--- src/rtl/fifo_wr_arbiter.sv ---
// Round-robin arbiter sharing one FIFO write port among NREQ valid/ready producers.
// Keeps its own occupancy count so grants never overrun the FIFO.
module fifo_wr_arbiter #(
   parameter int NREQ = 4,
   parameter int DW   = 4,
   parameter int CAP  = 7,
   parameter int OW   = 3
) (
   input  logic                 clk_i,
   input  logic                 rst_i,
   input  logic [NREQ-1:0]      req_valid_i,
   input  logic [NREQ*DW-1:0]   req_data_i,
   output logic [NREQ-1:0]      req_ready_o,
   output logic                 fifo_wr_en_o,
   output logic [DW-1:0]        fifo_wr_data_o,
   input  logic                 fifo_rd_fire_i,
   output logic [OW-1:0]        occ_o,
   output logic [2:0]           grant_id_o,
   output logic                 err_unf_o
);

   localparam int IW = 3;

   logic [IW-1:0]   rr_q, rr_d;
   logic [OW-1:0]   occ_q, occ_d;
   logic [IW-1:0]   grant_id_q;
   logic            wr_en_q;
   logic [DW-1:0]   wr_data_q;
   logic            err_unf_q;

   logic            avail;
   logic            lo_found, hi_found;
   logic [IW-1:0]   lo_idx, hi_idx, g;
   logic [NREQ-1:0] req_ready;
   logic            acc, rd;
   logic [DW-1:0]   sel_data;

   assign avail = (occ_q < OW'(CAP));

   // Lowest valid index at or above rr wins; otherwise wrap to the lowest valid index overall.
   always_comb begin
      lo_found = 1'b0;
      hi_found = 1'b0;
      lo_idx   = '0;
      hi_idx   = '0;
      for (int j = NREQ - 1; j >= 0; j--) begin
         if (req_valid_i[j]) begin
            lo_found = 1'b1;
            lo_idx   = IW'(j);
            if (IW'(j) >= rr_q) begin
               hi_found = 1'b1;
               hi_idx   = IW'(j);
            end
         end
      end
      g = hi_found ? hi_idx : lo_idx;
      req_ready = '0;
      if (!rst_i && avail && lo_found) begin
         req_ready = NREQ'(1) << g;
      end
   end

   always_comb begin
      sel_data = '0;
      for (int j = 0; j < NREQ; j++) begin
         if (IW'(j) == g) begin
            sel_data = req_data_i[j*DW +: DW];
         end
      end
   end

   assign acc = |(req_valid_i & req_ready);
   assign rd  = fifo_rd_fire_i && (occ_q != '0);

   always_comb begin
      occ_d = occ_q;
      case ({acc, rd})
         2'b10:   occ_d = occ_q + OW'(1);
         2'b01:   occ_d = occ_q - OW'(1);
         default: occ_d = occ_q;
      endcase
      rr_d = (g == IW'(NREQ - 1)) ? '0 : g + IW'(1);
   end

   always_ff @(posedge clk_i) begin
      if (rst_i) begin
         rr_q       <= '0;
         occ_q      <= '0;
         grant_id_q <= '0;
         wr_en_q    <= 1'b0;
         wr_data_q  <= '0;
         err_unf_q  <= 1'b0;
      end else begin
         wr_en_q <= acc;
         occ_q   <= occ_d;
         if (acc) begin
            wr_data_q  <= sel_data;
            grant_id_q <= g;
            rr_q       <= rr_d;
         end
         if (fifo_rd_fire_i && (occ_q == '0)) begin
            err_unf_q <= 1'b1;
         end
      end
   end

   assign req_ready_o    = req_ready;
   assign fifo_wr_en_o   = wr_en_q;
   assign fifo_wr_data_o = wr_data_q;
   assign occ_o          = occ_q;
   assign grant_id_o     = grant_id_q;
   assign err_unf_o      = err_unf_q;

endmodule
--- config.mk ---
export PLATFORM = sky130hd
export DESIGN_NAME = fifo_wr_arbiter
export DESIGN_NICKNAME = d
export VERILOG_FILES = /design/src/rtl/fifo_wr_arbiter.sv
export SDC_FILE = /design/constraint.sdc
export NUM_CORES = 1
export LEC_CHECK = 0
export ABC_AREA = 1
export BUFFER_PORTS_ARGS = -buffer_cell sky130_fd_sc_hd__buf_2
export CAP_MARGIN = 5
export CORE_UTILIZATION = 50
export DETAILED_ROUTE_END_ITERATION = 10
export HOLD_SLACK_MARGIN = 0.1
export PLACE_DENSITY_LB_ADDON = 0.12
export SLEW_MARGIN = 15
export SYNTH_ARGS = -nofsm -noshare
export SYNTH_HDL_FRONTEND = slang
export SYNTH_SLANG_ARGS = --single-unit
--- constraint.sdc ---
create_clock -name clk_i -period 3.95 [get_ports clk_i]
set_input_delay 0.1975 -clock clk_i [delete_from_list [all_inputs] [get_ports clk_i]]
set_output_delay 0.1975 -clock clk_i [all_outputs]
set_load 0.02 [all_outputs]
## Yosys cells after proc, flatten, opt, wreduce, memory -nomap -nowiden

Index checks and enable logic that the tools add are counted.

- Magnitude comparators: 5
- Shift-type cells: 1
- Mux-type cells: 32
- $add $sub $neg: 3
- Bitwise logic cells: 1
- Reductions and logical operators: 10
- Equality and inequality tests: 6

Operators with widths:

| kind | number |
|---|---|
| $mux W3 | 11 |
| $mux W4 | 5 |
| $mux W1 | 12 |
| $add A3 B1 Y3 const B | 2 |
| $eq A2 B3 Y1 const A | 2 |
| $ge A1 B3 Y1 const A | 2 |
| $ge A2 B3 Y1 const A | 2 |
| $logic_not A3 Y1 | 2 |
| $mux W2 | 3 |
| $pmux W3 S2 | 1 |
| $and A4 B4 Y4 | 1 |
| $logic_and A1 B1 Y1 | 4 |
| $reduce_or A4 Y1 | 1 |
| $shl A1 B3 Y4 const A | 1 |
| $eq A1 B3 Y1 const A | 1 |
| $eq A3 B2 Y1 const B | 1 |
| $lt A3 B3 Y1 const B | 1 |
| $reduce_bool A3 Y1 | 1 |
| $sub A3 B1 Y3 const B | 1 |
| $eq A2 B1 Y1 const B | 1 |
| $eq A2 B2 Y1 const B | 1 |
| $reduce_bool A2 Y1 | 1 |
| $logic_not A1 Y1 | 1 |

- Logic and storage cells: 64
- Register bits: 15

## Longest topological paths before layout

Gate-level depths: netlist of the first run.

- Depth in word-level cells: 16
- Gate-level depth with buffers: 19
- Mapped depth without buffers: 18

## Worst setup path after synthesis of the first run

No wires, ideal clock.

- Kind: register -> register
- Start: reg rr_q[1]
- End: reg occ_q[2], in the netlist occ_o[2]
- Cell stages (with the launch flop): 18
- Data arrival time: 2562 ps
- Path buffers: 1
- Period minus slack after synthesis: 2684 ps
- Library setup time: 122 ps
- Required time: 3828 ps
- Setup slack: 1266 ps
- Cells stage by stage: dfxtp_1 > inv_1 > a22oi_1 > nand3_1 > nand2_1 > inv_1 > ha_1 > nand4_1 > nand2_2 > nor2_4 > buf_6 > ha_1 > inv_1 > fa_1 > a21oi_1 > o21ai_0 > o21ai_0 > a21oi_1

- Longest elaborated chain between the ends: 16
- Elaborated cells on any way between the ends: 29
- Classes of those cells: 4 x order compare; 2 x eq/ne; 1 x shift; 19 x mux; 1 x bitwise; 2 x reduce/logical

RTL lines:

| element | RTL line | source |
|---|---|---|
| from (decl) | 24 | `logic [IW-1:0] rr_q, rr_d;` |
| from (signal assigned) | 99 | `rr_q <= rr_d;` |
| $ge A2 B3 Y1 | 50 | `if (IW'(j) >= rr_q) begin` |
| $mux W2 or $mux W1 (tied branches) | 50 |  |
| $mux W2 or $mux W1 (tied branches) | 47 | `if (req_valid_i[j]) begin` |
| $mux W3 or $mux W1 (tied branches) | 50 |  |
| $mux W3 or $mux W1 (tied branches) | 47 |  |
| $mux W3 or $mux W1 (tied branches) | 50 |  |
| $mux W3 or $mux W1 (tied branches) | 47 |  |
| $mux W3 or $mux W1 (tied branches) | 50 |  |
| $mux W3 or $mux W1 (tied branches) | 47 |  |
| $mux W3 (*) | 56 | `g = hi_found ? hi_idx : lo_idx;` |
| net g[0] | 33 | `logic [IW-1:0] lo_idx, hi_idx, g;` |
| $shl A1 B3 Y4 (*) | 59 | `req_ready = NREQ'(1) << g;` |
| $mux W4 (*) | 58 | `if (!rst_i && avail && lo_found) begin` |
| $and A4 B4 Y4 (*) | 72 | `assign acc = \|(req_valid_i & req_ready);` |
| $reduce_or A4 Y1 (*) | 72 |  |
| $eq A2 B1 Y1 or $eq A2 B2 Y1 (tied branches) | 77 | `case ({acc, rd})` |
| $pmux W3 S2 or $reduce_bool A2 Y1 (tied branches) | - |  |
| to (signal assigned) | 88 | `occ_q <= '0;` |
| to (signal assigned) | 95 | `occ_q <= occ_d;` |
| to (decl) | 25 | `logic [OW-1:0] occ_q, occ_d;` |

Mark *: on every way through the listed nets, which the timed path passes. The rest lies on a longest branch.
A chain may end at the register's enable or synchronous reset.

## Worst setup path after layout of the first run

Same ends and word-level chain as after synthesis.

==> metrics.yaml, run 1 <==
run_status:
  status: "finished, final reports clean"
global_route:
  grt_pass1_vias: 787
  grt_max_degree: 19
  grt_usage_pct: 20.0
  grt_pass1_wl_um: 3040
  grt_antenna_before_repair: 0
  grt_overflow_total: 0
timing:
  setup_tns_ps: 0
  fmax_ghz: 0.323
  min_period_ps: 3100
  setup_viol: 0
  drv_slew: 0
  fin_crit_sh_pct: 78.4
  hold_slack_ps: 282
  hold_viol: 0
  setup_slack_ps: 851
  fin_skew_ps: 0.468
  rsz0062_at_grt: "no"
detailed_routing:
  routedWlPerCell_um: 9.35
  dr_total_vias: 988
  dr.pass1.iters: 4
  vias_per_cell: 4.66
  drtIter0Drc: 27
  drcViolationCount: 0
  ant_nets: 0
  wirelength_um: 1980
floorplanning:
  start_util_pct: 53.3
  dieHeight_um: 44.9
  die_area_um2: 2010
  row_count: 15
  die_width_um: 44.9
  boundaryPins: 39
  core_area_um2: 1730
synth:
  yosysTopAreaCell: "dfxtp_1"
  synthCells: 150
  synth_simple_gate_area_share_pct: 34.4
  synthAdderAreaFrac_pct: 8.98
  syn-num-nets: 179
  synth_warnings: 0
  synth.avg_cell_area_um2: 6.13
  yosys_register_bits: 13
  synth_top_area_share_pct: 28.3
  synthMuxAreaShare_pct: 0
  synth_seq_area_share_pct: 28.3
  synth_compound_area_share_pct: 14.8
  synth_top_family_by_area: "simple AND/OR/NAND/NOR gates"
  synthXorXnorAreaFrac_pct: 0
  ys_types: 22
  synth_area_leaders: "dfxtp_1 (28%), nand2_1 (15%), inv_1 (9.8%), nor2_1 (9.4%), o21ai_0 (7.1%)"
  synth_area_um2: 920
critical_path:
  r2r-end: "occ_o[2]$_SDFFE_PP0P_"
  crit_path_end_kind: "register"
  cp_data_arrival_time_ps: 3250
  critPathSlowestCell: "fa_1"
  crit_type: "reg2reg"
  critPathTopFamily: "adder cells"
  startpoint_type: "register"
  critPathMaxStageDelay_ps: 400
  path_cells: "nand2_1, a21oi_1, nand3_1, nand2_1, inv_1, ha_1, nand4_1, nand2_1, nor2_4, ha_1, inv_1, fa_1, a21oi_1, o21ai_0, o21ai_0, a21oi_1"
  r2r_cells: 16
  cp_max_fo: 18
  required_ps: 4100
  timing.rr.start: "rr_q[1]$_SDFFE_PP0P_"
  reg2reg_setup_slack_ps: 850
  path_buf_inv: 2
clock_network:
  cts_root_buf: "clkbuf_4"
  cts_num_sinks: 13
  cts_max_path_buffers: 2
  cts_tree: "built"
  htree_num_levels: 1
  post_cts_buffers: 0
  post_cts_resize_count: 0
  clk_pin_slew_worst_paths_ps: 70
  cts_made_buffers: 3
  cts_hold_buf: 0
  clk_latency_ps: 260
worst_hold_path:
  holdPathEnd: "fifo_wr_data_o[2]$_SDFFE_PP0P_"
  worstHoldPathCells: 5
  min_path_type: "in2reg"
  min_from: "req_data_i[14]"
cells_and_area:
  layout.nets: 217
  diodes: 0
  drive_above_1_share_pct: 24.1
  area_growth_pct: 23.5
  design_area_um2: 1140
  final_cell_mix: "nand2_1 (37), buf_2 (37), inv_1 (24)"
placement:
  io_buffers: 37
  postPlaceCellArea_um2: 1110
  dp_hpwl_um: 1560
  gp_congestion: 0.797
  place_ws_ps: 881
power_and_ir_drop:
  leakagePower_uw: 0.000650
  powerDensity_nw_per_um2: 495
  ir_drop_v: 0.000407
flow_run:
  maxCapViolCount: 0
==> power breakdown <==
part / leakage, uW / switching (uW) / internal (uW)
clock network: 0.0000150 / 39.7 / 39.0
logic: 0.000527 / 189 / 105
registers: 0.000107 / 25.0 / 165
total: 0.000650 / 253 / 309
==> registers in the layout, indices dropped and copies added (netlist names) <==
name	cells
fifo_wr_data_o	4
occ_o	3
grant_id_o	2
rr_q	2
err_unf_o	1
fifo_wr_en_o	1
==> per-layer routing <==
metal  track usage, %  up-vias  routed length [um]
li1                 -      541                   -
met1             25.8      418                 925
met2             34.1       27                 960
met3             1.20        2                  85
met4             9.70        0                  10
met5                0        -                   0
==> stage by stage <==
step / util (%) / power, uW / std cells
2_1_floorplan: - / 404 / 150
5_1_grt: 65.8 / 618 / 212
6_report: 65.8 / 562 / 212
4_1_cts: 65.8 / 566 / 212
3_3_place_gp: 64.3 / 472 / 208
3_5_place_dp: 64.3 / 483 / 208
==> worst reg2reg max path, stage by stage (launching register included) <==
cell	delay (ps)
dfxtp_1	360
nand2_1	90
a21oi_1	180
nand3_1	100
nand2_1	160
inv_1	90
ha_1	260
nand4_1	130
nand2_1	90
nor2_4	300
ha_1	210
inv_1	70
fa_1	400
a21oi_1	180
o21ai_0	140
o21ai_0	170
a21oi_1	50
==> cells in the mapped netlist, drive strengths merged <==
cell and number:
a22oi 1, nor4 1, nand3 6, inv 25, nor2 25, ha 5
dfxtp 13, nand2 39, fa 1, buf 2, o21a 1, o21ai 13
a31oi 1, clkbuf 2, a21oi 10, conb 1, nand4 4
==> worst max path at each step <==
stage / end / cells after the start / startpoint
6_report: occ_o[2]$_SDFFE_PP0P_ / 16 / rr_q[1]$_SDFFE_PP0P_
3_3_place_gp: occ_o[2]$_SDFFE_PP0P_ / 16 / rr_q[1]$_SDFFE_PP0P_
2_1_floorplan: occ_o[2]$_SDFFE_PP0P_ / 17 / rr_q[1]$_SDFFE_PP0P_
5_1_grt: occ_o[2]$_SDFFE_PP0P_ / 16 / rr_q[1]$_SDFFE_PP0P_
4_1_cts: occ_o[2]$_SDFFE_PP0P_ / 16 / rr_q[1]$_SDFFE_PP0P_
3_5_place_dp: occ_o[2]$_SDFFE_PP0P_ / 16 / rr_q[1]$_SDFFE_PP0P_
==> layout make-up <==
class	count	area, um2
multi-input cells	108	539
fillers	179	591
well taps	25	31.3
flip-flops and latches	13	260
clock buffers	4	26.3
repair buffers	37	185
inverters	25	93.8
==> kinds of logic after synthesis <==
group | Yosys count
other cells | 1
compound gates | 26
flops | 13
buf+inv | 29
fa+ha+maj | 6
simple gates | 75
Note: power is estimated with default switching activity, not from simulation.
==> run 2, diff against run 1 <==
- CORE_ASPECT_RATIO: unset -> 0.6
- CORE_UTILIZATION: 50 -> 42
- clock period: 3.95 -> 2.6 ns (I/O delays scaled with it)
==> metrics.yaml, run 2 (same netlist as run 1, synthesis figures left out) <==
timing:
  hold_viol: 0  # unchanged
  fin_crit_sh_pct: 94.9  # was 78.4%
  setup_tns_ps: 0  # unchanged
  fin_skew_ps: 4.31  # was 0.468 ps
  fmax_ghz: 0.405  # was 0.323 GHz
  min_period_ps: 2470  # was 3100 ps
  setup_viol: 0  # unchanged
  drv_slew: 0  # unchanged
power_and_ir_drop:
  ir_drop_v: 0.000366  # was 0.000407 V
  leakagePower_uw: 0.000674  # was 0.000650 uW
  powerDensity_nw_per_um2: 738  # was 495 nW/um2
  design_power_total_uw: 903  # was 562 uW
critical_path:
  cp_data_arrival_time_ps: 2630  # was 3250 ps
  required_ps: 2770  # was 4100 ps
  crit_type: "reg2reg"  # unchanged
  r2r_cells: 16  # unchanged
  timing.rr.start: "rr_q[1]$_SDFFE_PP0P_"  # unchanged
  cp_max_fo: 5  # was 18
  startpoint_type: "register"  # unchanged
  r2r-end: "occ_o[2]$_SDFFE_PP0P_"  # unchanged
  reg2reg_setup_slack_ps: 130  # was 850 ps
  crit_path_end_kind: "register"  # unchanged
clock_network:
  cts_made_buffers: 3  # unchanged
  clk_pin_slew_worst_paths_ps: 80  # was 70 ps
  cts_tree: "built"  # unchanged
  htree_num_levels: 1  # unchanged
  cts_hold_buf: 0  # unchanged
  cts_max_path_buffers: 2  # unchanged
  cts_root_buf: "clkbuf_4"  # unchanged
  cts_num_sinks: 13  # unchanged
  clk_latency_ps: 270  # was 260 ps
cells_and_area:
  final_common_cell: "buf_2"
  diodes: 0  # unchanged
  drive_above_1_share_pct: 32.6  # was 24.1%
  multi_input_area_um2: 576  # was 539 um2
  layout.nets: 223  # was 217
  seq_area_um2: 262  # was 260 um2
  area_growth_pct: 32.9  # was 23.5%
  largest_reg_flops: 4  # unchanged
  final_cell_mix: "buf_2 (37), nand2_1 (34), nor2_1 (23)"  # was nand2_1 (37), buf_2 (37), inv_1 (24)
  n_fill_cell: 191  # was 179
floorplanning:
  core_area_um2: 1950  # was 1730 um2
  row_count: 12  # was 15
  die_width_um: 62.4  # was 44.9 um
  boundaryPins: 39  # unchanged
  dieHeight_um: 38.2  # was 44.9 um
  die_area_um2: 2390  # was 2010 um2
  start_util_pct: 47.1  # was 53.3%
global_route:
  grt_antenna_before_repair: 0  # unchanged
  grt_pass1_vias: 909  # was 787
  grt_usage_pct: 19.4  # was 20.0%
  grt_pass1_wl_um: 3550  # was 3040 um
  grt_overflow_total: 0  # unchanged
  grt_max_degree: 18  # was 19
worst_hold_path:
  min_from: "req_data_i[13]"  # was req_data_i[14]
  worstHoldPathCells: 5  # unchanged
  min_path_type: "in2reg"  # unchanged
  holdPathEnd: "fifo_wr_data_o[1]$_SDFFE_PP0P_"  # was fifo_wr_data_o[2]$_SDFFE_PP0P_
flow_run:
  maxCapViolCount: 0  # unchanged
run_status:
  status: "finished, final reports clean"  # unchanged
detailed_routing:
  drtIter0Drc: 35  # was 27
  routedWlPerCell_um: 9.89  # was 9.35 um
  dr_total_vias: 1043  # was 988
  wirelength_um: 2190  # was 1980 um
  vias_per_cell: 4.72  # was 4.66
  ant_nets: 0  # unchanged
  drcViolationCount: 0  # unchanged
  dr.pass1.iters: 4  # unchanged
placement:
  dp_hpwl_um: 1710  # was 1560 um
  gp_congestion: 0.730  # was 0.797
  io_buffers: 37  # unchanged
## run 2: cell count changes in the layout (fill, tap and decap cells not counted), moves of 3 or more
cell	previous run	this run
nand2_1	37	34
buf_4	0	6
ha_1	5	2
nand2_2	2	5
## run 2: critical path: stages, from the launching register on
cell and delay [ps]:
dfxtp_2 350, inv_1 60, a22oi_2 190, nand3_1 100, nand2_2 140, inv_2 70
ha_2 180, nand4_1 100, nand2_2 80, nor2_4 120, ha_1 150, inv_1 70
fa_2 340, a21oi_1 140, o21ai_1 90, o21ai_1 120, a21oi_1 50
## run 2: repair_timing
item,in CTS,in global routing
endpoints found under the hold margin,0,0
resized for setup,0,10
setup buffers,0,3
endpoints found under the setup margin,0,1
## run 2: worst max-delay path by stage
stage | from | endpoint | slack [ps]
after floorplan | rr_q[1]$_SDFFE_PP0P_ | occ_o[2]$_SDFFE_PP0P_ | 3
after CTS | rr_q[1]$_SDFFE_PP0P_ | occ_o[2]$_SDFFE_PP0P_ | 20
final | rr_q[1]$_SDFFE_PP0P_ | occ_o[2]$_SDFFE_PP0P_ | 130
after detailed placement | rr_q[1]$_SDFFE_PP0P_ | occ_o[2]$_SDFFE_PP0P_ | 30
after global routing | rr_q[1]$_SDFFE_PP0P_ | occ_o[2]$_SDFFE_PP0P_ | -10
after global placement | rr_q[1]$_SDFFE_PP0P_ | occ_o[2]$_SDFFE_PP0P_ | 130
## run 2: layout make-up
| type | count | share of cell area [%] |
|---|---|---|
| multi-input combinational | 108 | 47.1 |
| timing repair buffer | 43 | 18.8 |
| inverter | 25 | 7.68 |
| sequential | 13 | 21.4 |
| tap | 28 | 2.87 |
| clock buffer | 4 | 2.15 |
## run 2: power breakdown
group / switching (uW) / internal (uW)
Clock: 62.5 / 59.5
Sequential: 38.1 / 251
Combinational: 306 / 185
Total: 407 / 496
## run 2: metrics by stage
step	instances	setup WS (ps)	util (%)	hold slack, ps	cell area, um2
6_report	221	134	62.6	194	1220
4_1_cts	218	20.5	60.4	196	1180
3_5_place_dp	214	29.8	59.0	450	1150
5_1_grt	221	-14.5	62.6	226	1220
3_3_place_gp	214	127	59.0	447	1150
2_1_floorplan	150	3.14	-	319	936
## run 2: layer usage
| layer | GRT usage (%) | part of all wire [%] | wire [um] |
|---|---|---|---|
| met1 | 23.8 | 48 | 1060 |
| met2 | 35.6 | 45 | 993 |
| met3 | 5.65 | 6.1 | 134 |
| met4 | 1.74 | 0 | 0 |
| met5 | 0 | 0 | 0 |
==> run 3, diff against run 2 <==
- CAP_MARGIN: 5 -> 25
- CORE_ASPECT_RATIO: 0.6 -> unset
- CORE_MARGIN: unset -> 10
- CORE_UTILIZATION: 42 -> 44
- CTS_BUF_LIST: unset -> sky130_fd_sc_hd__clkbuf_2 sky130_fd_sc_hd__clkbuf_4 sky130_fd_sc_hd__clkbuf_8
==> metrics.yaml, run 3 (same netlist as run 1, synthesis figures left out) <==
run_status:
  status: "finished, final reports clean"  # unchanged
flow_run:
  maxCapViolCount: 0  # unchanged
global_route:
  grt_pass1_vias: 987  # was 909
  grt_antenna_before_repair: 0  # unchanged
  grt_overflow_total: 0  # unchanged
  grt_usage_pct: 11.5  # was 19.4%
  grt_pass1_wl_um: 4150  # was 3550 um
  grt_max_degree: 18  # unchanged
timing:
  drv_slew: 0  # unchanged
  fin_skew_ps: 1.53  # was 4.31 ps
  hold_viol: 0  # unchanged
  fin_crit_sh_pct: 94.6  # was 94.9%
  setup_viol: 0  # unchanged
  min_period_ps: 2460  # was 2470 ps
  fmax_ghz: 0.407  # was 0.405 GHz
cells_and_area:
  n_fill_cell: 207  # was 191
  final_common_cell: "buf_2"  # unchanged
  design_area_um2: 1230  # was 1220 um2
  multi_input_area_um2: 576  # unchanged
  final_cell_mix: "buf_2 (37), nand2_1 (34), nor2_1 (23)"  # unchanged
  area_growth_pct: 33.3  # was 32.9%
  diodes: 0  # unchanged
  seq_area_um2: 263  # was 262 um2
  layout.nets: 223  # unchanged
  drive_above_1_share_pct: 33.7  # was 32.6%
  largest_reg_flops: 4  # unchanged
floorplanning:
  start_util_pct: 46.4  # was 47.1%
  row_count: 16  # was 12
  core_area_um2: 1980  # was 1950 um2
  dieHeight_um: 65.7  # was 38.2 um
  die_width_um: 65.7  # was 62.4 um
  boundaryPins: 39  # unchanged
  die_area_um2: 4320  # was 2390 um2
clock_network:
  cts_hold_buf: 0  # unchanged
  htree_num_levels: 1  # unchanged
  cts_tree: "built"  # unchanged
  clk_latency_ps: 270  # about the same
  clk_pin_slew_worst_paths_ps: 80  # about the same
  cts_max_path_buffers: 2  # unchanged
  cts_num_sinks: 13  # unchanged
  cts_made_buffers: 3  # unchanged
  cts_root_buf: "clkbuf_4"  # unchanged
critical_path:
  path_buf_inv: 3  # unchanged
  critPathSlowestCell: "dfxtp_2"  # unchanged
  critPathTopFamily: "adder cells"  # unchanged
  crit_path_end_kind: "register"  # unchanged
  critPathMaxStageDelay_ps: 350  # about the same
  required_ps: 2770  # about the same
  cp_data_arrival_time_ps: 2630  # about the same
  startpoint_type: "register"  # unchanged
  path_cells: "inv_1, a22oi_2, nand3_1, nand2_2, inv_2, ha_2, nand4_1, nand2_2, nor2_4, ha_1, inv_1, fa_2, a21oi_1, o21ai_1, o21ai_1, a21oi_1"  # unchanged
  crit_type: "reg2reg"  # unchanged
  cp_max_fo: 4  # was 5
placement:
  dp_hpwl_um: 2060  # was 1710 um
  postPlaceCellArea_um2: 1150  # about the same
  gp_congestion: 0.844  # was 0.730
  io_buffers: 37  # unchanged
detailed_routing:
  vias_per_cell: 4.84  # was 4.72
  drtIter0Drc: 75  # was 35
  dr_total_vias: 1065  # was 1043
  routedWlPerCell_um: 11.7  # was 9.89 um
  wirelength_um: 2560  # was 2190 um
  ant_nets: 0  # unchanged
  drcViolationCount: 0  # unchanged
  dr.pass1.iters: 4  # unchanged
worst_hold_path:
  min_path_type: "in2reg"  # unchanged
power_and_ir_drop:
  ir_drop_v: 0.000706  # was 0.000366 V
  powerDensity_nw_per_um2: 752  # was 738 nW/um2
  design_power_total_uw: 922  # was 903 uW
  leakagePower_uw: 0.000677  # was 0.000674 uW
[run 3: path summary, 6_finish.rpt]
| path | startpoint | endpoint | slack, ps | cells after the start |
|---|---|---|---|---|
| hold / removal | req_data_i[13] | fifo_wr_data_o[1]$_SDFFE_PP0P_ | 200 | 5 |
| hold reg to reg | err_unf_o$_SDFFE_PP0P_ | err_unf_o$_SDFFE_PP0P_ | 470 | 1 |
| setup reg to reg | rr_q[1]$_SDFFE_PP0P_ | occ_o[2]$_SDFFE_PP0P_ | 140 | 16 |
| setup / recovery | rr_q[1]$_SDFFE_PP0P_ | occ_o[2]$_SDFFE_PP0P_ | 140 | 16 |
[run 3: area by class of cell]
cell class / instances / area share [%]
Clock buffer: 4 / 2.45
Tap cell: 27 / 2.76
Sequential cell: 13 / 21.4
Multi-Input combinational cell: 108 / 46.9
Timing Repair Buffer: 43 / 18.8
Inverter: 25 / 7.65
[run 3: power by group]
group	switching (uW)	total, uW	internal (uW)
clock network	64.6	134	69.9
registers	36.4	288	252
logic	311	499	188
[run 3: tightest hold or removal path, delay by kind of cell]
family | cells | cell delay [ps]
buffers and inverters | 1 | 70
AO/OA/AOI/OAI | 1 | 60
AND/OR/NAND/NOR | 3 | 170
[run 3: what timing repair did]
item | CTS | global route
gates resized for setup | 0 | 11
buffers inserted | 0 | 3
setup endpoints to repair | 0 | 1
[run 3: stage by stage]
step | cells | setup WS [ps] | hold slack, ps | utilization, % | TNS [ps]
2_1_floorplan | 150 | 3.14 | 319 | - | 0
3_5_place_dp | 213 | 65.4 | 454 | 58.1 | 0
5_1_grt | 220 | -2.71 | 273 | 61.9 | -2.71
4_1_cts | 217 | 53.5 | 198 | 59.6 | 0
3_3_place_gp | 213 | 122 | 447 | 58.1 | 0
6_report | 220 | 141 | 196 | 61.9 | 0
[run 3: layer usage]
| layer | share of wire, % | up-vias | global-route usage (%) |
|---|---|---|---|
| li1 | - | 552 | - |
| met1 | 43 | 471 | 12.7 |
| met2 | 46 | 38 | 19.4 |
| met3 | 9.3 | 4 | 4.07 |
| met4 | 1.6 | 0 | 4.81 |
| met5 | 0 | - | 0 |
